==> config.mk <==
export PLATFORM = sky130hd
export DESIGN_NAME = full_adder
export DESIGN_NICKNAME = d
export VERILOG_FILES = /design/src/rtl/full_adder.sv
export SDC_FILE = /design/constraint.sdc
export NUM_CORES = 1
export LEC_CHECK = 0
export ABC_AREA = 0
export CELL_PAD_IN_SITES_DETAIL_PLACEMENT = 1
export CELL_PAD_IN_SITES_GLOBAL_PLACEMENT = 1
export CORE_UTILIZATION = 27
export DETAILED_ROUTE_END_ITERATION = 16
export GPL_TIMING_DRIVEN = 1
export HOLD_SLACK_MARGIN = 0.1
export PLACE_DENSITY_LB_ADDON = 0.1
export SLEW_MARGIN = 20
export SYNTH_ARGS = -nofsm -noshare
export SYNTH_HDL_FRONTEND = slang
export SYNTH_SLANG_ARGS = --single-unit
export TNS_END_PERCENT = 1
==> constraint.sdc <==
create_clock -name clk -period 1.1 [get_ports clk]
set_input_delay 0.22 -clock clk [delete_from_list [all_inputs] [get_ports clk]]
set_output_delay 0.22 -clock clk [all_outputs]
set_load 0.02 [all_outputs]
==> src/rtl/full_adder.sv <==
// -----------------------------------------------------------------------------
// full_adder
//
// Single-bit full adder cell with a registered copy of its result and a
// built-in self-test engine. The BIST drives all eight input combinations
// through a second, private copy of the adder equations and counts how many
// results disagree with an arithmetic reference (the popcount of the
// applied vector).
//
// Ports
//   clk         in   rising-edge clock for the registered path and the BIST
//   rst         in   asynchronous, active-high reset
//   a, b, cin   in   external adder operands
//   s, cout     out  combinational sum / carry of a, b, cin
//   s_q, cout_q out  s / cout registered on every rising edge of clk
//   bist_start  in   level sampled on rising clk; starts a sweep from IDLE/DONE
//   bist_busy   out  high while the sweep is running
//   bist_done   out  high once a sweep completes, held until restart or reset
//   bist_pass   out  bist_done with zero mismatches
//   bist_errs   out  mismatch count of the last sweep (0..8)
//   bist_vec    out  vector currently applied to the internal adder copy
//
// Handshake: bist_start is a plain level, not a valid/ready pair. It is only
// acted on in IDLE or DONE; while busy it is ignored, so holding it high gives
// back-to-back sweeps separated by one DONE cycle.
// -----------------------------------------------------------------------------
module full_adder (
    input  logic       clk,
    input  logic       rst,
    input  logic       a,
    input  logic       b,
    input  logic       cin,
    output logic       s,
    output logic       cout,
    output logic       s_q,
    output logic       cout_q,
    input  logic       bist_start,
    output logic       bist_busy,
    output logic       bist_done,
    output logic       bist_pass,
    output logic [3:0] bist_errs,
    output logic [2:0] bist_vec
);

    typedef enum logic [1:0] {
        ST_IDLE = 2'd0,
        ST_RUN  = 2'd1,
        ST_DONE = 2'd2
    } bist_state_e;

    localparam logic [3:0] ERRS_MAX = 4'd8;

    // Shared adder equations; each use below is an independent copy of logic.
    function automatic logic [1:0] fa_eval(input logic x, input logic y, input logic z);
        logic sum_bit;
        logic carry_bit;
        sum_bit   = x ^ y ^ z;
        carry_bit = (x & y) | (x & z) | (y & z);
        return {carry_bit, sum_bit};
    endfunction

    // ------------------------------------------------------------------
    // External datapath: purely combinational, independent of rst/BIST
    // ------------------------------------------------------------------
    always_comb begin
        {cout, s} = fa_eval(a, b, cin);
    end

    // ------------------------------------------------------------------
    // Registered copy of the external result (no enable)
    // ------------------------------------------------------------------
    logic s_d;
    logic cout_d;
    logic s_q_r;
    logic cout_q_r;

    always_comb begin
        s_d    = s;
        cout_d = cout;
    end

    always_ff @(posedge clk or posedge rst) begin
        if (rst) begin
            s_q_r    <= 1'b0;
            cout_q_r <= 1'b0;
        end else begin
            s_q_r    <= s_d;
            cout_q_r <= cout_d;
        end
    end

    assign s_q    = s_q_r;
    assign cout_q = cout_q_r;

    // ------------------------------------------------------------------
    // BIST: private adder copy fed only from the sweep vector
    // ------------------------------------------------------------------
    bist_state_e state_q;
    bist_state_e state_d;
    logic [2:0]  vec_q;
    logic [2:0]  vec_d;
    logic [3:0]  errs_q;
    logic [3:0]  errs_d;

    logic        a_i;
    logic        b_i;
    logic        cin_i;
    logic        s_i;
    logic        cout_i;
    logic [1:0]  core_res;
    logic [1:0]  exp_res;

    always_comb begin
        {a_i, b_i, cin_i} = vec_q;
        {cout_i, s_i}     = fa_eval(a_i, b_i, cin_i);
        core_res          = {cout_i, s_i};
    end

    // Reference is arithmetic (count of ones), deliberately not the same
    // xor/majority form as the core, so a broken core cannot agree with it.
    always_comb begin
        exp_res = {1'b0, vec_q[0]} + {1'b0, vec_q[1]} + {1'b0, vec_q[2]};
    end

    // State register
    always_ff @(posedge clk or posedge rst) begin
        if (rst) begin
            state_q <= ST_IDLE;
            vec_q   <= 3'd0;
            errs_q  <= 4'd0;
        end else begin
            state_q <= state_d;
            vec_q   <= vec_d;
            errs_q  <= errs_d;
        end
    end

    // Next-state logic
    always_comb begin
        state_d = state_q;
        vec_d   = vec_q;
        errs_d  = errs_q;
        case (state_q)
            ST_IDLE, ST_DONE: begin
                if (bist_start) begin
                    state_d = ST_RUN;
                    vec_d   = 3'd0;
                    errs_d  = 4'd0;
                end
            end
            ST_RUN: begin
                if ((core_res != exp_res) && (errs_q != ERRS_MAX)) begin
                    errs_d = errs_q + 4'd1;
                end
                // vec wraps 7 -> 0 on the last RUN edge; DONE ignores it.
                vec_d = vec_q + 3'd1;
                if (vec_q == 3'd7) begin
                    state_d = ST_DONE;
                end
            end
            default: begin
                state_d = ST_IDLE;
                vec_d   = 3'd0;
                errs_d  = 4'd0;
            end
        endcase
    end

    // Output logic
    always_comb begin
        bist_busy = (state_q == ST_RUN);
        bist_done = (state_q == ST_DONE);
        bist_pass = (state_q == ST_DONE) && (errs_q == 4'd0);
        bist_errs = errs_q;
        bist_vec  = vec_q;
    end

endmodule

# Yosys cells after proc, flatten, opt, wreduce, memory -nomap -nowiden
# Index checks and enable logic that the tools add are counted.
# classes
eq_ne	8
n_reduce_logical	7
bitwise_logic	14
mux	8
add_sub_neg	4
# op_table
op	count
2-to-1 mux 4 bit	2
one-hot mux 4 bit (2 select lines)	1
AND 1 bit	6
one-hot mux 3 bit (2 select lines)	1
adder 4 x 1 -> 4 bit (second input constant)	1
zero test 4 bit	1
2-to-1 mux 2 bit	2
!= test 2 x 1 -> 1 bit (second input constant)	2
!= test 4 bit (second input constant)	1
OR 1 bit	4
one-hot mux 2 bit (2 select lines)	1
AND reduction 2 bit	2
bitwise XOR 1 bit	4
adder 3 x 1 -> 3 bit (second input constant)	1
equality test 3 bit (second input constant)	1
2-to-1 mux 3 bit	1
adder 1 x 1 -> 2 bit	1
adder 2 x 1 -> 2 bit	1
equality test 2 x 1 -> 1 bit (second input constant)	1
equality test 2 bit (second input constant)	1
logical AND 1 bit	2
zero test 2 bit	1
!= test 2 bit	1
!= test 2 bit (second input constant)	1
OR reduction 2 bit	1
# word_totals
output_inout_bits	14
input_bits	6
regBits	11

# Longest topological paths before layout
# depth
word_depth	7
ltp_mapped	4
depth_no_buf	4

# Least setup slack after synthesis
# Ideal clock, no wire load.
# synth_timing
path_kind	flip-flop to flip-flop
startpoint	register vec_q[0] (netlist: bist_vec[0])
endpoint	register vec_q[2] (netlist: bist_vec[2])
path_stages_with_launch	4
period_less_slack_ns	1.254
setup_slack_ns	-0.154
t_required_ns	0.978
setup_time_ns	0.122
t_arrival_ns	1.133
cell_sequence	dfrtp_1 > ha_1 > ha_1 > a32o_1
# synth_via
elab_chain_len	2
# synth_lines
item	line	rtl
from (decl)	100	logic [2:0] vec_q;
from (signal assigned)	133	vec_q <= vec_d;
adder 3 x 1 -> 3 bit	156	vec_d = vec_q + 3'd1;
one-hot mux 3 bit (2 select lines)	143	case (state_q)
# Every way passes these cells.
# A chain may end at the register's enable or synchronous reset.

# Worst setup path after layout
# layout_timing
startpoint	register errs_q[1] (netlist: bist_errs[1])
endpoint	output bist_pass
# layout_via
elab_chain_len	2
# layout_lines
item	line	rtl
from (decl)	102	logic [3:0] errs_q;
from (signal assigned)	134	errs_q <= errs_d;
zero test 4 bit	173	bist_pass = (state_q == ST_DONE) && (errs_q == 4'd0);
logical AND 1 bit	173	
to (decl)	40	output logic bist_pass,
# Every way passes these cells.

==> results.ini <==
[run_status]
status=finished, violations left
violations=setup timing

[timing]
max_freq_ghz=0.739
slew_viol_final=0
tightest_slew_ns=0.418
min_period_over_period_pct=123
setup_slack_ns=-0.254
period_needed_ns=1.35
hold_slack_ns=0.235
setup-tns-final_ns=-1.16
slew_headroom_pct=72.1
setup_viol=15
skew_ns=0.00260
rsz0062_at_grt=true
finalHoldViolCount=0

[grt]
grt_use_total_pct=14.2
antenna_found_initial=0
grt_max_degree=12
grt_pass1_wl_microns=1970
first_global_vias=455
grt_overflow_total=0

[setup_path]
worstPathArrival_ns=1.13
critPathKind=reg -> out
worstPathRequired_ns=0.88
r2r.worst_path.cells=4
endpoint_kind=output pin
cp_max_fo=2
rr_endpoint=bist_errs[0]$_DFFE_PP0P_
worstSetupStartpointType=register
r2r_slack_ns=-0.10
reg2reg_from=state_q[0]$_DFFE_PP0P_

[place]
dp_hpwl_microns=928
dp_cells=89
gp_congestion=0.654
io_buffers=19

[power_and_ir_drop]
power_mw=1.75
power_density_nw_per_um2=2010
p_int_mw=1.13
p_clk_share_pct=15.7
combPwrFrac_pct=51.2
sw_frac_of_total_pct=35.4
sequentialPowerShare_pct=33.1
switchingPower_mw=0.619
p_leak_nw=0.425
ir_worst_vdd_mv=1.12

[clock_tree]
cts_hold_buffers=0
cts_buffer_depth=2
path_clk_slew_ns=0.07
clock-root-buffer=clkbuf_4
cts_buffers=3
htreeDepth=1
cts_tree=yes
cts_sinks=11
clk_latency_ns=0.26

[yosys]
synth_top_area_share_pct=57.1
yosys_warnings=0
synth_top_cell_by_area=dfrtp_1
netlist_instances=36
ys_seq_area_share_pct=57.1
yosys-top-cells-area=dfrtp_1 (57%), ha_1 (7.8%), inv_1 (4.7%)
avgSynthCellArea_sq_um=13.4
synth.distinct_cells=15
netlist_area_sq_um=482
synth_fp_nets=46
ys_seq_elements=11

[drt]
post-route-drc-count=0
first_iter_violations=3
vias=415
antenna_left=0
via_per_inst=4.37
dr.pass1.iters=6
drt-wirelength-per-cell_microns=12.9
drt-total-wl_microns=1230

[finish]
antenna_cells=0
area_delta_synth_final_pct=80.8
finalNonFillerCells=95
fill_cells=171
nets=82
drive_gt1_share_pct=67.6
utilization_pct=54.6

[hold_path]
holdPathEnd=cout_q$_DFF_PP0_
hp-start=cin
whs_path_depth=2
hold_class=in -> reg

[floorplan]
die_w_microns=44.2
io_pins=20
core_area_sq_um=1590
rows=14
die_y_microns=44.2
start_util_pct=30.2
die_area_sq_um=1960

[run]
drv_cap=0

[sequential cells by signal, indices dropped and copies added (netlist names)]
register	cells
bist_errs	4
bist_vec	3
cout_q	1
s_q	1
state_q	2
[critical path, cell delays in order, from the launching register on]
cell and delay [ns]:
dfrtp_1 0.40, inv_2 0.08, ha_4 0.12, and3_4 0.16, buf_6 0.11
[cell usage after synthesis, drive strengths merged]
| library cell | count |
|---|---|
| mux2i | 1 |
| inv | 6 |
| and3 | 1 |
| a22o | 3 |
| fa | 1 |
| mux2 | 1 |
| nor2 | 2 |
| ha | 3 |
| a32o | 1 |
| dfrtp | 11 |
| and2 | 4 |
| nor2b | 2 |
[kinds of logic (layout without fill, tap and decap cells)]
kind of cell | count (synthesis) | in the layout | share of synthesized area (%)
AO/OA/AOI/OAI | 4 | 4 | 8.05
multiplexers | 2 | 2 | 5.19
flip-flops | 11 | 11 | 57.1
AND/OR/NAND/NOR | 9 | 9 | 13.0
buffers and inverters | 6 | 41 | 4.67
adder cells (fa/ha/maj) | 4 | 4 | 11.9
[power by group through the flow]
stage | clock network (mW) | logic, mW | registers [mW]
after floorplan | 0 | 0.359 | 0.683
after global placement | 0 | 0.803 | 0.588
after detailed placement | 0 | 0.858 | 0.596
after CTS | 0.287 | 0.866 | 0.582
after global routing | 0.310 | 0.962 | 0.589
final | 0.276 | 0.896 | 0.579
[cell usage in the layout, fill, tap and decap left out, types with 3 or more instances in the layout]
master    synthesis  layout
buf_6             0      12
and2_1            3       3
buf_4             0       9
ha_4              0       3
dfrtp_1          11       9
clkbuf_4          0       3
inv_1             6       4
buf_2             0       8
[final cells by class]
type | instances | area (sq um) | area share [%]
Inverter | 6 | 22.5 | 2.59
Timing Repair Buffer | 31 | 263 | 30.2
Sequential cell | 11 | 278 | 31.9
Multi-Input combinational cell | 19 | 251 | 28.9
Clock buffer | 4 | 26.3 | 3.02
Tap cell | 24 | 30.0 | 3.45
[worst max path at each step]
stage          slack (ns)                 endpoint                     start
2_1_floorplan       -0.05  bist_vec[2]$_DFFE_PP0P_   bist_vec[0]$_DFFE_PP0P_
3_3_place_gp        -0.94                        s                         a
3_5_place_dp        -0.94                        s                         a
4_1_cts             -0.26                bist_pass  bist_errs[0]$_DFFE_PP0P_
5_1_grt             -0.29                bist_pass  bist_errs[1]$_DFFE_PP0P_
6_report            -0.25                bist_pass  bist_errs[1]$_DFFE_PP0P_
[what timing repair did]
action / in CTS / in global routing
pin swaps: 2 / 2
buffers inserted: 1 / 1
gates resized for setup: 88 / 9
endpoints found under the setup margin: 20 / 19
[metrics by stage]
stage / worst slack (ns) / instance area [sq um]
5_1_grt: -0.295 / 871
3_3_place_gp: -0.937 / 810
4_1_cts: -0.263 / 825
6_report: -0.254 / 871
2_1_floorplan: -0.0467 / 514
3_5_place_dp: -0.944 / 810
[routing by layer]
metal / wire (microns) / up-vias / share of wire, % / GRT usage [%]
met5: 0 / - / 0 / 0
met4: 14 / 0 / 1.1 / 7.27
met3: 45 / 4 / 3.7 / 2.45
met2: 690 / 17 / 56 / 25.3
met1: 478 / 207 / 39 / 16.2
li1: - / 187 / - / -
(Power assumes the default switching activity.)
